[src/rtl/uart_pkg.sv]
// Shared types and constants for the UART transmit path.
package uart_pkg;

   localparam int DATA_W              = 8;
   localparam int TIMEOUT_CYC_DEFAULT = 200000;

   typedef enum logic [1:0] {
      IDLE = 2'd0,
      SEND = 2'd1,
      GAP  = 2'd2
   } sched_st_t;

endpackage

[src/rtl/uart_tx_sched_rr_arbiter.sv]
// Combinational round-robin pick: first set request strictly after 'last', wrapping.
// Zero latency; no state, so no backpressure of its own.
module rr_arbiter #(
   parameter int N_REQ = 4
) (
   input  logic [N_REQ-1:0]         req,
   input  logic [$clog2(N_REQ)-1:0] last,
   output logic [$clog2(N_REQ)-1:0] gnt_idx,
   output logic                     gnt_any
);
   localparam int IDX_W = $clog2(N_REQ);

   logic [IDX_W-1:0] start;
   logic [N_REQ-1:0] rot;
   logic [IDX_W-1:0] off;

   always_comb begin
      start   = (int'(last) == N_REQ - 1) ? '0 : last + 1'b1;
      // Rotate so the highest-priority slot lands at bit 0, then take the lowest set bit.
      rot     = N_REQ'({req, req} >> start);
      off     = '0;
      for (int i = N_REQ - 1; i >= 0; i--) begin
         if (rot[i]) off = IDX_W'(i);
      end
      gnt_any = |req;
      gnt_idx = IDX_W'((int'(start) + int'(off)) % N_REQ);
   end

endmodule

[src/rtl/uart_tx_sched.sv]
// Round-robin scheduler sharing one UART transmitter: grant 1 cycle after req, ack/err 1 cycle
// after tx_ack or watchdog expiry, then a 1-cycle gap; requesters wait on req until ack/err.
module uart_tx_sched
   import uart_pkg::*;
#(
   parameter int N_REQ       = 4,
   parameter int TIMEOUT_CYC = TIMEOUT_CYC_DEFAULT
) (
   input  logic                       clk,
   input  logic                       rst,
   input  logic [N_REQ-1:0]           req,
   input  logic [DATA_W*N_REQ-1:0]    req_data,
   output logic [N_REQ-1:0]           ack,
   output logic [N_REQ-1:0]           err,
   output logic                       tx_req,
   output logic [DATA_W-1:0]          tx_data,
   input  logic                       tx_ack,
   output logic                       busy,
   output logic [$clog2(N_REQ)-1:0]   grant_id
);
   localparam int IDX_W = $clog2(N_REQ);
   localparam int CNT_W = $clog2(TIMEOUT_CYC);
   localparam logic [CNT_W-1:0] CNT_LAST = CNT_W'(TIMEOUT_CYC - 1);

   sched_st_t         state_q, state_d;
   logic              tx_req_q, tx_req_d;
   logic [DATA_W-1:0] tx_data_q, tx_data_d;
   logic [IDX_W-1:0]  grant_id_q, grant_id_d;
   logic [IDX_W-1:0]  last_q, last_d;
   logic [CNT_W-1:0]  cnt_q, cnt_d;
   logic [N_REQ-1:0]  ack_q, ack_d;
   logic [N_REQ-1:0]  err_q, err_d;
   logic              busy_q, busy_d;

   logic [IDX_W-1:0]  gnt_idx;
   logic              gnt_any;

   rr_arbiter #(.N_REQ(N_REQ)) u_arb (
      .req     (req),
      .last    (last_q),
      .gnt_idx (gnt_idx),
      .gnt_any (gnt_any)
   );

   always_comb begin
      state_d    = state_q;
      tx_req_d   = tx_req_q;
      tx_data_d  = tx_data_q;
      grant_id_d = grant_id_q;
      last_d     = last_q;
      cnt_d      = cnt_q;
      ack_d      = '0;
      err_d      = '0;
      case (state_q)
         IDLE: begin
            if (gnt_any) begin
               grant_id_d = gnt_idx;
               last_d     = gnt_idx;
               tx_data_d  = req_data[DATA_W*gnt_idx +: DATA_W];
               tx_req_d   = 1'b1;
               cnt_d      = '0;
               state_d    = SEND;
            end
         end
         SEND: begin
            cnt_d = cnt_q + 1'b1;
            // Acceptance takes precedence over a watchdog expiry in the same cycle.
            if (tx_ack) begin
               tx_req_d          = 1'b0;
               ack_d[grant_id_q] = 1'b1;
               state_d           = GAP;
            end else if (cnt_q == CNT_LAST) begin
               tx_req_d          = 1'b0;
               err_d[grant_id_q] = 1'b1;
               state_d           = GAP;
            end
         end
         GAP:     state_d = IDLE;
         default: state_d = IDLE;
      endcase
      busy_d = (state_d != IDLE);
   end

   always_ff @(posedge clk or negedge rst) begin
      if (!rst) begin
         state_q    <= IDLE;
         tx_req_q   <= 1'b0;
         tx_data_q  <= '0;
         grant_id_q <= '0;
         last_q     <= IDX_W'(N_REQ - 1);
         cnt_q      <= '0;
         ack_q      <= '0;
         err_q      <= '0;
         busy_q     <= 1'b0;
      end else begin
         state_q    <= state_d;
         tx_req_q   <= tx_req_d;
         tx_data_q  <= tx_data_d;
         grant_id_q <= grant_id_d;
         last_q     <= last_d;
         cnt_q      <= cnt_d;
         ack_q      <= ack_d;
         err_q      <= err_d;
         busy_q     <= busy_d;
      end
   end

   assign tx_req   = tx_req_q;
   assign tx_data  = tx_data_q;
   assign grant_id = grant_id_q;
   assign ack      = ack_q;
   assign err      = err_q;
   assign busy     = busy_q;

endmodule

[config.mk]
export PLATFORM = sky130hd
export DESIGN_NAME = uart_tx_sched
export DESIGN_NICKNAME = d
export VERILOG_FILES = /design/src/rtl/uart_pkg.sv /design/src/rtl/uart_tx_sched_rr_arbiter.sv /design/src/rtl/uart_tx_sched.sv
export SDC_FILE = /design/constraint.sdc
export NUM_CORES = 1
export LEC_CHECK = 0
export ABC_CLOCK_PERIOD_IN_PS = 2350
export BUFFER_PORTS_ARGS = -buffer_cell sky130_fd_sc_hd__buf_2
export CAP_MARGIN = 25
export CORE_AREA = 4 4 75 77
export CTS_CLUSTER_DIAMETER = 60
export CTS_CLUSTER_SIZE = 28
export DETAILED_ROUTE_END_ITERATION = 12
export DIE_AREA = 0 0 79 81
export PLACE_DENSITY = 0.7
export SLEW_MARGIN = 0
export SYNTH_ARGS = -nofsm -noshare
export SYNTH_HDL_FRONTEND = slang
export SYNTH_SLANG_ARGS = --single-unit
[constraint.sdc]
create_clock -name clk -period 2.35 [get_ports clk]
set_input_delay 0.1175 -clock clk [delete_from_list [all_inputs] [get_ports clk]]
set_output_delay 0.1175 -clock clk [all_outputs]
set_load 0.02 [all_outputs]
**Word-level counts from Yosys, hierarchy flattened**

Cells that the tools add are included.

- Memories: 0
- Bits in latches: 0
- Word-level logic and storage cells: 51
- Memory bits (writable): 0
- Bits in read-only memories: 0
- Register bits: 42
- Output and inout port bits: 20

- Mux-type cells: 22
- $add $sub $neg: 3
- Bitwise operators: 0
- Multiply operators: 0
- $lt $le $gt $ge: 2
- Divide/modulo/power cells: 0
- Reduce and logical (&&, ||, !) cells: 8
- Equality and inequality tests: 5
- Shifts and indexed selects: 2

Operators with widths:

| kind | count |
|---|---|
| $pmux W18 S2 | 1 |
| $shiftx A32 B6 Y8 | 1 |
| $mux W4 | 5 |
| $add A18 B1 Y18 const B | 1 |
| $eq A18 B18 Y1 const B | 1 |
| $mux W18 | 1 |
| $mux W2 | 8 |
| $shr A8 B2 Y4 | 1 |
| $eq A2 B1 Y1 const B | 2 |
| $mux W1 | 4 |
| $pmux W2 S2 | 1 |
| $reduce_and A2 Y1 | 2 |
| $reduce_bool A2 Y1 | 2 |
| $reduce_or A4 Y1 | 1 |
| $lt A2 B3 Y1 const B | 1 |
| $ne A3 B3 Y1 const B | 1 |
| $reduce_and A3 Y1 | 1 |
| $add A2 B1 Y2 const B | 1 |
| $add A2 B2 Y2 | 1 |
| $demux W1 S2 | 1 |
| $ge A2 B1 Y1 const B | 1 |
| $logic_not A2 Y1 | 1 |
| $ne A2 B2 Y1 const B | 1 |
| $pmux W1 S2 | 1 |
| $logic_and A1 B1 Y1 | 1 |

**Logic depth before layout (Yosys ltp)**

Gate-level depths: netlist (run 1).

- Depth in word-level cells: 9
- Mapped depth: 10

**Modules after synthesis**

A second synthesis (run 1) with hierarchy kept.

- Cell total of the unflattened synthesis: 219
- Area total of the unflattened synthesis: 2,253.4 µm²

Modules (own cells, without submodules):

| module | cells an instance | instances | seq. area each (µm²) | area an instance (µm²) |
|---|---|---|---|---|
| uart_tx_sched | 192 | 1 | 1,053.5 | 2,049.5 |
| rr_arbiter | 27 | 1 | 0.0 | 203.9 |

**Worst setup path before layout (run 1)**

No wires, ideal clock.

- Kind: reg-to-reg
- Start point: register last_q[0]
- End point: register tx_data_q[7] (netlist: tx_data[7])
- Setup slack: -0.126 ns
- Data required time: 2.215 ns
- Data arrival time: 2.342 ns
- Setup time: 0.135 ns
- Cell stages (with the launch flop): 9
- Period minus slack after synthesis: 2.476 ns
- Path through: dfstp_2 -> ha_1 -> o21ai_0 -> a21oi_1 -> o31a_1 -> ha_1 -> clkbuf_1 -> a2111oi_0 -> o31ai_1

- Word-level cells in the longest chain between the ends: 9

Ends and longest elaborated chain:

| element | RTL line | RTL |
|---|---|---|
| from (decl) | uart_tx_sched.sv:29 | `logic [IDX_W-1:0] last_q, last_d;` |
| from (signal assigned) | uart_tx_sched.sv:90 | `last_q <= IDX_W'(N_REQ - 1);` |
| from (signal assigned) | uart_tx_sched.sv:100 | `last_q <= last_d;` |
| $add A2 B1 Y2 or $eq A2 B1 Y1 (tied branches) | uart_tx_sched_rr_arbiter.sv:18 | `start = (int'(last) == N_REQ - 1) ? '0 : last + 1'b1;` |
| $mux W2 * | uart_tx_sched_rr_arbiter.sv:18 |  |
| $shr A8 B2 Y4 | uart_tx_sched_rr_arbiter.sv:20 | `rot = N_REQ'({req, req} >> start);` |
| $mux W2 (4 in series) | uart_tx_sched_rr_arbiter.sv:23 | `if (rot[i]) off = IDX_W'(i);` |
| $add A2 B2 Y2 * | uart_tx_sched_rr_arbiter.sv:26 | `gnt_idx = IDX_W'((int'(start) + int'(off)) % N_REQ);` |
| named net gnt_idx[0] | uart_tx_sched.sv:35 | `logic [IDX_W-1:0] gnt_idx;` |
| $shiftx A32 B6 Y8 * | uart_tx_sched.sv:59 | `tx_data_d = req_data[DATA_W*gnt_idx +: DATA_W];` |
| to (signal assigned) | uart_tx_sched.sv:98 | `tx_data_q <= tx_data_d;` |
| to (decl) | uart_tx_sched.sv:27 | `logic [DATA_W-1:0] tx_data_q, tx_data_d;` |

The timed path passes the listed nets; every way through them passes the cells marked *.
A chain may end at the register's enable or synchronous reset.

**Worst setup path after layout (run 1)**

- Start point: register last_q[0]
- End point: register tx_data_q[5] (netlist: tx_data[5])

- Word-level cells in the longest chain between the ends: 9

Ends and longest elaborated chain:

| element | RTL line |
|---|---|
| $add A2 B1 Y2 or $eq A2 B1 Y1 (tied branches) | uart_tx_sched_rr_arbiter.sv:18 |
| $mux W2 * | uart_tx_sched_rr_arbiter.sv:18 |
| $shr A8 B2 Y4 | uart_tx_sched_rr_arbiter.sv:20 |
| $mux W2 (4 in series) | uart_tx_sched_rr_arbiter.sv:23 |
| $add A2 B2 Y2 * | uart_tx_sched_rr_arbiter.sv:26 |
| $shiftx A32 B6 Y8 * | uart_tx_sched.sv:59 |

Mark *: on every way between the ends. The rest lies on a longest branch, timed or not.

==> results of run 1 <==
## metrics by stage
step	cells	instance area, um2	setup slack [ps]	total power, W	utilization
detailed placement	380	2740	-213	0.00354	0.547
finish	389	3040	-63.2	0.00482	0.606
CTS	389	2900	-35.3	0.00429	0.580
global route	389	3040	-113	0.00515	0.606
floorplan	245	2280	8.33	0.00271	-
global placement	380	2740	-70.6	0.00347	0.547
## critical path, delay by kind of cell, from the launching register on
kind / cells / cell delay, ps
fa+ha+maj: 2 / 380
simple gates: 1 / 470
flops: 1 / 560
compound gates: 5 / 880
## routing by layer
metal,global-route usage,wire (um),vias up
li1,-,-,1055
met1,0.214,2570,973
met2,0.287,2630,68
met3,0.0488,438,9
met4,0.0876,102,0
met5,0,0,-
## cell type report
class,count,area [um2]
Sequential cell,42,1050
Clock buffer,7,86.3
Fill cell,442,1970
Inverter,7,26.3
Clock inverter,1,5.00
Multi-Input combinational cell,186,1340
Timing Repair Buffer,76,435
Tap cell,70,87.6
## flip-flops by register name, summed over array words and instances (netlist names)
signal,cells
state_q,2
tx_req,1
err,4
last_q,2
grant_id,2
ack,4
cnt_q,18
busy,1
tx_data,8
## final timing paths
check | startpoint | end | depth (start not counted)
worst max-delay path | last_q[0]$_DFFE_PN1P_ | tx_data[5]$_DFFE_PN0P_ | 8
worst min-delay path | tx_ack | state_q[0]$_DFF_PN0_ | 3
worst max register to register | last_q[0]$_DFFE_PN1P_ | tx_data[5]$_DFFE_PN0P_ | 8
worst min register to register | cnt_q[17]$_DFFE_PN0P_ | cnt_q[17]$_DFFE_PN0P_ | 1
max in group asynchronous | rst | err[2]$_DFF_PN0_ | 2
min in group asynchronous | rst | cnt_q[12]$_DFFE_PN0P_ | 2
## kinds of logic after synthesis
| logic type | after synthesis |
|---|---|
| buffers and inverters | 17 |
| AND/OR/NAND/NOR | 105 |
| flip-flops | 42 |
| adder cells (fa/ha/maj) | 4 |
| AO/OA/AOI/OAI | 76 |
| multiplexers | 1 |
## Yosys cell counts (all sizes together)
cell     instances  area share
a31o             1      0.0039
or3              5       0.014
o31ai           10       0.033
and2             2      0.0055
nor4             6       0.017
nor2b           17       0.047
and3             3      0.0083
dfstp            2       0.023
dfrtp           40        0.44
a21o             1      0.0033
ha               3       0.017
nor3             6       0.015
o21ai           28       0.064
nor2            17       0.028
inv              7       0.012
nand2b           3      0.0083
o221a            1      0.0088
o211ai           2      0.0066
a31oi            3      0.0083
a221oi           8       0.053
clkbuf           9       0.015
o21a             1      0.0033
o221ai           1      0.0039
a2111oi          8       0.031
o31a             1      0.0039
nand4            6       0.017
nand3            3      0.0066
buf              1      0.0050
nand4b           1      0.0039
maj3             1      0.0050
a21oi           11       0.024
nand2           36       0.060
mux2i            1      0.0044
## power by group through the flow
stage	clock [W]	sequential, W	combinational [W]
after global routing	0.000523	0.00108	0.00355
after global placement	0	0.00107	0.00240
after CTS	0.000484	0.00106	0.00274
after detailed placement	0	0.00107	0.00247
after floorplan	0	0.00119	0.00152
final	0.000475	0.00106	0.00328
## repair_timing
item / in CTS / in global routing
gates cloned: 0 / 1
resized for setup: 19 / 21
pin swaps: 9 / 6
endpoints found under the setup margin: 8 / 8
endpoints found under the hold margin: 40 / 0
hold buffers: 1 / 0
==> out/metrics.cfg, run 1 <==
[placed_design]
gp_congestion=0.889
port_buffers=58
place_hpwl_um=3950

[synth]
synthSimpleGateAreaFrac=0.230
synth_fa_ha_area_frac=0.0216
synthMuxAreaShare=0.00442
synth_top_family_by_area=compound AO/OA/AOI/OAI gates
synthXorXnorAreaFrac=0
synth_cell_types=35
yosys_register_bits=42
syn_nets=287
synth_compound_area_frac=0.247
ys_seq_area_frac=0.465
synth_cells=245
avgSynthCellArea_um2=9.24
synth_area_mm2=0.00226
ys_warn_count=0

[power]
power_leakage_nw=1.34
p_switching_w=0.00222
seqPwrFrac=0.221
power_frac_comb=0.681
p_int_w=0.00261
p_per_area_mw_per_mm2=1590
ir_drop_v=0.00141
clkPwrFrac=0.098
switching_share=0.459

[status]
run_status=finished, violations left
failed_checks=negative setup slack

[die]
core_mm2=0.00501
initial_core_util=0.452
num_io_pins=59
dieArea_mm2=0.00640
fp.dieH_um=81
die_x_um=79
num_rows=26

[worst_setup_path]
slowest_stage=dfstp_2
critPathLaunchType=register
path_cells=ha_4, o21ai_2, a21oi_1, o31a_1, ha_4, or3_4, a221oi_4, o31ai_2
worstPathArrival_ps=2590
endpoint_kind=register
slowest_delay_ps=560
crit_type=register to register
cp_max_fo=8
r2r_slack_ps=-60
critPathRequiredTime_ps=2520
cpMostUsedCell=ha_4

[timing]
worst_clock_skew_ps=6.09
fin_crit_ps=2410
rsz0062_at_grt=true
hold_viol_final=0
min_period_over_period=1.03
layout_setup_ws_ps=-63.2
setup_viol_count_final=5
timing.hold.ws_ps=134
fin_tns_setup_ps=-95.4
fmax_mhz=414
slew-limit-headroom=0.387
tightest_slew_ps=920
slew_violations=0

[clock_network]
clockRootBuffer=clkbuf_8
cts_setup_buffers=0
cts_sinks=42
cts_tree=done
numCtsBuffers=5
h-tree-depth=2
cts_max_path_buffers=2
clock_latency_ps=290
clk_pin_slew_ps=80

[finish]
final_common_cell=buf_2
layout-drive-gt1-share=0.357
nNetsFinal=360
syn_to_final_growth_pct=34.2
antennaDiodeCount=0
layout_common_cells=buf_2, dfrtp_1, nand2_1, o21ai_0

[detailed_routing]
drc=0
drtAntennaViolNets=0
wire_per_inst_um=14.8
first_pass_iters=4
first_iter_violations=124
vias=2105
wl_um=5740
vias_per_cell=5.41

[global_route]
grt_start_max_net_pins=43
grt_pass1_vias=1963
grt_overflow=0
track_usage=0.176
antenna_found_initial=0
grt_pass1_wl_um=8860

[job]
cap_violations=0

[worst_hold_path]
hold_path.class=input port to register

No activity file was read; power rests on OpenSTA's default activity.
==> run 2: changes to the inputs <==
--- a/config.mk
+++ b/config.mk
@@ -8,12 +8,12 @@
 export ABC_CLOCK_PERIOD_IN_PS = 2350
 export BUFFER_PORTS_ARGS = -buffer_cell sky130_fd_sc_hd__buf_2
 export CAP_MARGIN = 25
-export CORE_AREA = 4 4 75 77
+export CORE_AREA = 4 4 128 69
 export CTS_CLUSTER_DIAMETER = 60
 export CTS_CLUSTER_SIZE = 28
 export DETAILED_ROUTE_END_ITERATION = 12
-export DIE_AREA = 0 0 79 81
-export PLACE_DENSITY = 0.7
+export DIE_AREA = 0 0 132 73
+export PLACE_DENSITY = 0.48
 export SLEW_MARGIN = 0
 export SYNTH_ARGS = -nofsm -noshare
 export SYNTH_HDL_FRONTEND = slang
==> out/metrics.cfg, run 2 (synthesized netlist as in run 1, its figures left out) <==
[timing]
hold_viol_final=0  ; unchanged
setup_viol_count_final=0  ; -5
tightest_slew_ps=708  ; -212 ps
fmax_mhz=427  ; +3.0%
worst_clock_skew_ps=5.34  ; -0.754 ps
fin_crit_ps=2340  ; -71.4 ps
layout_setup_ws_ps=8.18  ; +71.4 ps
min_period_over_period=0.997  ; -0.0304
slew_violations=0  ; unchanged
rsz0062_at_grt=true
slew-limit-headroom=0.524  ; +0.138

[detailed_routing]
drtAntennaViolNets=0  ; unchanged
first_pass_iters=4  ; unchanged
wire_per_inst_um=15.1  ; +2.3%
vias_per_cell=5.06  ; -6.4%
vias=2137  ; +1.5%
drc=0  ; unchanged
first_iter_violations=114  ; -8.1%
wl_um=6380  ; +11%

[placed_design]
place_hpwl_um=4780  ; +21%
gp_congestion=0.811  ; -8.7%
dp_slack_ps=-195  ; +18.0 ps
port_buffers=58  ; unchanged

[clock_network]
cts_sinks=42  ; unchanged
clock_latency_ps=280  ; about the same
h-tree-depth=2  ; unchanged
cts_setup_buffers=0  ; unchanged
clk_pin_slew_ps=60  ; -20 ps
cts_tree=done
numCtsBuffers=5  ; unchanged
clockRootBuffer=clkbuf_16
cts_max_path_buffers=2  ; unchanged

[die]
initial_core_util=0.292  ; -0.159
dieArea_mm2=0.00964  ; +51%
core_mm2=0.00774  ; +55%
fp.dieH_um=73  ; -9.9%
die_x_um=132  ; +67%
num_io_pins=59  ; unchanged
num_rows=23  ; -12%

[finish]
final_common_cell=buf_2
antennaDiodeCount=0  ; unchanged
largest_reg_flops=18  ; unchanged
fin_util=0.404  ; -0.203
layout_common_cells=buf_2, dfrtp_1, nand2_1, o21ai_0
layout-drive-gt1-share=0.348  ; -0.00954
top_register=cnt_q
syn_to_final_growth_pct=38.0
nNetsFinal=364  ; +1.1%

[worst_setup_path]
critPathRequiredTime_ps=2500  ; -20 ps
r2r_slack_ps=8  ; +70 ps
endpoint_kind=register
critPathLaunchType=register
crit_type=register to register
r2r_start=last_q[0]$_DFFE_PN1P_
rr_endpoint=tx_data[7]$_DFFE_PN0P_
reg2regPathDepth=8  ; unchanged
cp_max_fo=8  ; unchanged
worstPathArrival_ps=2500  ; -90 ps

[worst_hold_path]
worstHoldStart=tx_ack
hold-path-cell-count=3  ; unchanged
hold_path.class=input port to register
worstHoldEndpoint=state_q[0]$_DFF_PN0_

[global_route]
grt_pass1_vias=2021  ; +3.0%
grt_overflow=0  ; unchanged
track_usage=0.134  ; -0.0417
grt_pass1_wl_um=10300  ; +16%
antenna_found_initial=0  ; unchanged
grt_start_max_net_pins=43  ; unchanged

[power]
p_per_area_mw_per_mm2=1570  ; -1.5%
power_leakage_nw=1.37  ; +2.4%
ir_drop_v=0.000770  ; -45%

[status]
run_status=completed

[job]
cap_violations=0  ; unchanged

-- run 2: cell count changes in the layout (fill, tap and decap cells not counted), sizes merged --
cell    previous run  this run
clkinv             1         0
clkbuf             7         6
bufinv             0         1
buf               75        79
-- run 2: cell type report --
cell class | instances | area [um2]
timing repair buffer | 80 | 490
sequential | 42 | 1050
inverter | 7 | 26.3
fill | 796 | 4620
clock buffer | 6 | 139
tap | 100 | 125
clock inverter | 1 | 30.0
multi-input combinational | 186 | 1260
-- run 2: power by group --
| part | internal (W) | switching, W | total (W) | leakage [nW] |
|---|---|---|---|---|
| combinational | 0.00137 | 0.00166 | 0.00303 | 0.744 |
| clock | 0.000524 | 0.000269 | 0.000793 | 0.0829 |
| sequential | 0.000920 | 0.000148 | 0.00107 | 0.548 |
-- run 2: critical path, stage by stage, from the launching register on --
cell and delay, ps:
dfstp_2 560, ha_4 220, o21ai_2 100, a21oi_1 70, o31a_1 280, ha_4 180, or3_4 460, a221oi_2 260
o31ai_1 110
-- run 2: how the worst max path moves through the flow --
| stage | from | to | slack, ps | depth (start not counted) |
|---|---|---|---|---|
| after floorplan | last_q[0]$_DFFE_PN1P_ | tx_data[5]$_DFFE_PN0P_ | 8 | 9 |
| after CTS | last_q[0]$_DFFE_PN1P_ | tx_data[7]$_DFFE_PN0P_ | -40 | 9 |
| final | last_q[0]$_DFFE_PN1P_ | tx_data[7]$_DFFE_PN0P_ | 8 | 8 |
| after detailed placement | last_q[0]$_DFFE_PN1P_ | tx_data[5]$_DFFE_PN0P_ | -190 | 9 |
| after global placement | last_q[0]$_DFFE_PN1P_ | tx_data[6]$_DFFE_PN0P_ | -210 | 9 |
| after global routing | last_q[1]$_DFFE_PN1P_ | tx_data[0]$_DFFE_PN0P_ | -160 | 9 |
-- run 2: metal layers --
| layer | vias up | part of all wire | routed length (um) | global-route usage |
|---|---|---|---|---|
| met1 | 1018 | 0.58 | 3720 | 0.220 |
| met2 | 55 | 0.36 | 2300 | 0.169 |
| met3 | 3 | 0.053 | 341 | 0.0441 |
| met5 | - | 0 | 0 | 0 |
| li1 | 1061 | - | - | - |
| met4 | 0 | 0.0017 | 11 | 0.0105 |
-- run 2: what timing repair did --
action / 4_1_cts / 5_1_grt
endpoints found under the setup margin: 8 / 10
gates resized for setup: 14 / 11
hold buffers: 0 / 1
hold endpoints to repair: 0 / 40
pin swaps: 7 / 8
-- run 2: metrics by stage --
step	setup TNS (ps)	total power (W)	cells	hold WS (ps)	instance area, um2
final	0	0.00489	422	174	3120
after global routing	-916	0.00528	422	178	3120
after CTS	-196	0.00471	421	28.2	3040
after detailed placement	-824	0.00369	414	334	2820
after global placement	-876	0.00368	414	332	2820
after floorplan	0	0.00271	245	-178	2280
==> run 3: changes to the inputs <==
--- a/config.mk
+++ b/config.mk
@@ -13,6 +13,7 @@
 export CTS_CLUSTER_SIZE = 28
 export DETAILED_ROUTE_END_ITERATION = 12
 export DIE_AREA = 0 0 132 73
+export HOLD_SLACK_MARGIN = 0.1
 export PLACE_DENSITY = 0.48
 export SLEW_MARGIN = 0
 export SYNTH_ARGS = -nofsm -noshare
==> constraint.sdc (replaced) <==
create_clock -name clk -period 2.35 [get_ports clk]
set_input_delay 0.3525 -clock clk [delete_from_list [all_inputs] [get_ports clk]]
set_output_delay 0.3525 -clock clk [all_outputs]
set_load 0.02 [all_outputs]
==> out/metrics.cfg, run 3 (synthesized netlist as in run 1, its figures left out) <==
[worst_setup_path]
r2r_slack_ps=-20  ; -30 ps
crit_type=register to register
r2r_start=last_q[0]$_DFFE_PN1P_
rr_endpoint=tx_data[1]$_DFFE_PN0P_
critPathRequiredTime_ps=2510  ; about the same
endpoint_kind=register
cp_max_fo=8  ; unchanged
reg2regPathDepth=8  ; unchanged
worstPathArrival_ps=2530  ; +30 ps
critPathLaunchType=register

[global_route]
grt_start_max_net_pins=21  ; -51%
grt_pass1_vias=1963  ; -2.9%
grt_pass1_wl_um=10400  ; +1.2%
track_usage=0.138  ; +0.00397
antenna_found_initial=0  ; unchanged
grt_overflow=0  ; unchanged

[timing]
layout_setup_ws_ps=-19.0  ; -27.1 ps
tightest_slew_ps=756  ; +48.2 ps
min_period_over_period=1.01  ; +0.0116
fin_tns_setup_ps=-19.0  ; -19.0 ps
setup_viol_count_final=1  ; +1
worst_clock_skew_ps=3.06  ; -2.28 ps
timing.hold.ws_ps=397  ; +223 ps
rsz0062_at_grt=true
fmax_mhz=422  ; -1.1%
hold_viol_final=0  ; unchanged
fin_crit_ps=2370  ; +27.1 ps
slew-limit-headroom=0.492  ; -0.0324
slew_violations=0  ; unchanged

[clock_network]
numCtsBuffers=5  ; unchanged
cts_tree=done
cts_max_path_buffers=2  ; unchanged
cts_sinks=42  ; unchanged
clockRootBuffer=clkbuf_16
clk_pin_slew_ps=60  ; about the same
clock_latency_ps=280  ; about the same
h-tree-depth=2  ; unchanged

[worst_hold_path]
hold_path.class=input port to register
hold-path-cell-count=3  ; unchanged
worstHoldStart=tx_ack
worstHoldEndpoint=state_q[0]$_DFF_PN0_

[placed_design]
placedCellCount=416  ; +0.48%
place_hpwl_um=4970  ; +4.0%
port_buffers=58  ; unchanged
dp_slack_ps=-209  ; -13.7 ps
gp_congestion=0.841  ; +3.7%

[detailed_routing]
vias=2165  ; +1.3%
drtAntennaViolNets=0  ; unchanged
wire_per_inst_um=15.3  ; +1.4%
top_layer_used=met4
first_iter_violations=115  ; +0.88%
drc=0  ; unchanged
m1WireLength_um=3650  ; -2.0%
first_pass_iters=4  ; unchanged
vias_per_cell=5.09  ; +0.60%
wl_met2_um=2390  ; +3.9%
met3_length_um=458  ; +34%
wl_um=6510  ; +2.1%

[finish]
layout-drive-gt1-share=0.366  ; +0.0183
layout_common_cells=buf_2, dfrtp_1, nand2_1, o21ai_0, buf_4
largest_reg_flops=18  ; unchanged
top_register=cnt_q
final_common_cell=buf_2
multiInputGateArea_mm2=0.00131  ; +4.1%
layout.cells.non_filler=425  ; +0.71%
syn_to_final_growth_pct=38.9
nNetsFinal=366  ; +0.55%
fillCellCount=755  ; -5.2%
antennaDiodeCount=0  ; unchanged
ff_latch_area_mm2=0.00105  ; unchanged

[power]
total_power_w=0.00498  ; +1.8%
p_per_area_mw_per_mm2=1580  ; +1.1%
power_leakage_nw=1.39  ; +0.83%
ir_drop_v=0.000550  ; -29%

[die]
num_io_pins=59  ; unchanged
num_rows=23  ; unchanged
core_mm2=0.00774  ; unchanged
initial_core_util=0.292  ; unchanged
dieArea_mm2=0.00964  ; unchanged
fp.dieH_um=73  ; unchanged
die_x_um=132  ; unchanged

[status]
failed_checks=negative setup slack
run_status=finished, violations left

[job]
cap_violations=0  ; unchanged

## run 3: changes by cell type in the layout (fill, tap and decap cells not counted), sizes merged
cell / before / now
bufinv: 1 / 0
clkbuf: 6 / 7
buf: 79 / 81
clkinv: 0 / 1
## run 3: critical path, stage by stage (launching register included)
cell	delay [ps]
dfstp_2	560
ha_4	210
o21ai_2	100
a21oi_1	70
o31a_1	270
ha_4	170
or3_4	470
a221oi_4	280
o31ai_1	110
## run 3: worst max path at each step
stage / start / to / slack, ps / depth (start not counted)
floorplan: last_q[0]$_DFFE_PN1P_ / tx_data[5]$_DFFE_PN0P_ / 8 / 9
global placement: last_q[0]$_DFFE_PN1P_ / tx_data[2]$_DFFE_PN0P_ / -280 / 9
detailed placement: last_q[1]$_DFFE_PN1P_ / tx_data[3]$_DFFE_PN0P_ / -210 / 9
CTS: last_q[1]$_DFFE_PN1P_ / tx_data[2]$_DFFE_PN0P_ / -10 / 9
global route: last_q[0]$_DFFE_PN1P_ / tx_data[1]$_DFFE_PN0P_ / -100 / 8
finish: last_q[0]$_DFFE_PN1P_ / tx_data[1]$_DFFE_PN0P_ / -20 / 8
## run 3: area by class of cell
type                    instances  share of cell area
flip-flops and latches         42               0.335
multi-input cells             186               0.417
repair buffers                 82               0.153
well taps                     100              0.0398
clock buffers                   7              0.0454
clock inverters                 1             0.00159
inverters                       7             0.00836
## run 3: repair_timing
action / CTS / global route
hold endpoints to repair: 16 / 0
cloned: 0 / 0
hold buffers: 1 / 0
setup endpoints to repair: 8 / 8
pin swaps: 18 / 3
gates resized for setup: 23 / 11
setup buffers: 0 / 1
## run 3: layer usage
metal / global-route usage / vias up
met4: 0.0175 / 0
met5: 0 / -
li1: - / 1069
met2: 0.174 / 70
met1: 0.227 / 1022
met3: 0.0406 / 4
## run 3: power breakdown
group          internal (W)  switching (W)
clock network      0.000422       0.000279
logic               0.00142        0.00178
registers          0.000920       0.000153
## run 3: metrics by stage
stage	utilization	cell area [um2]
final	0.406	3140
after CTS	0.396	3070
after global routing	0.406	3140
after global placement	0.364	2820
after floorplan	-	2280
after detailed placement	0.364	2820
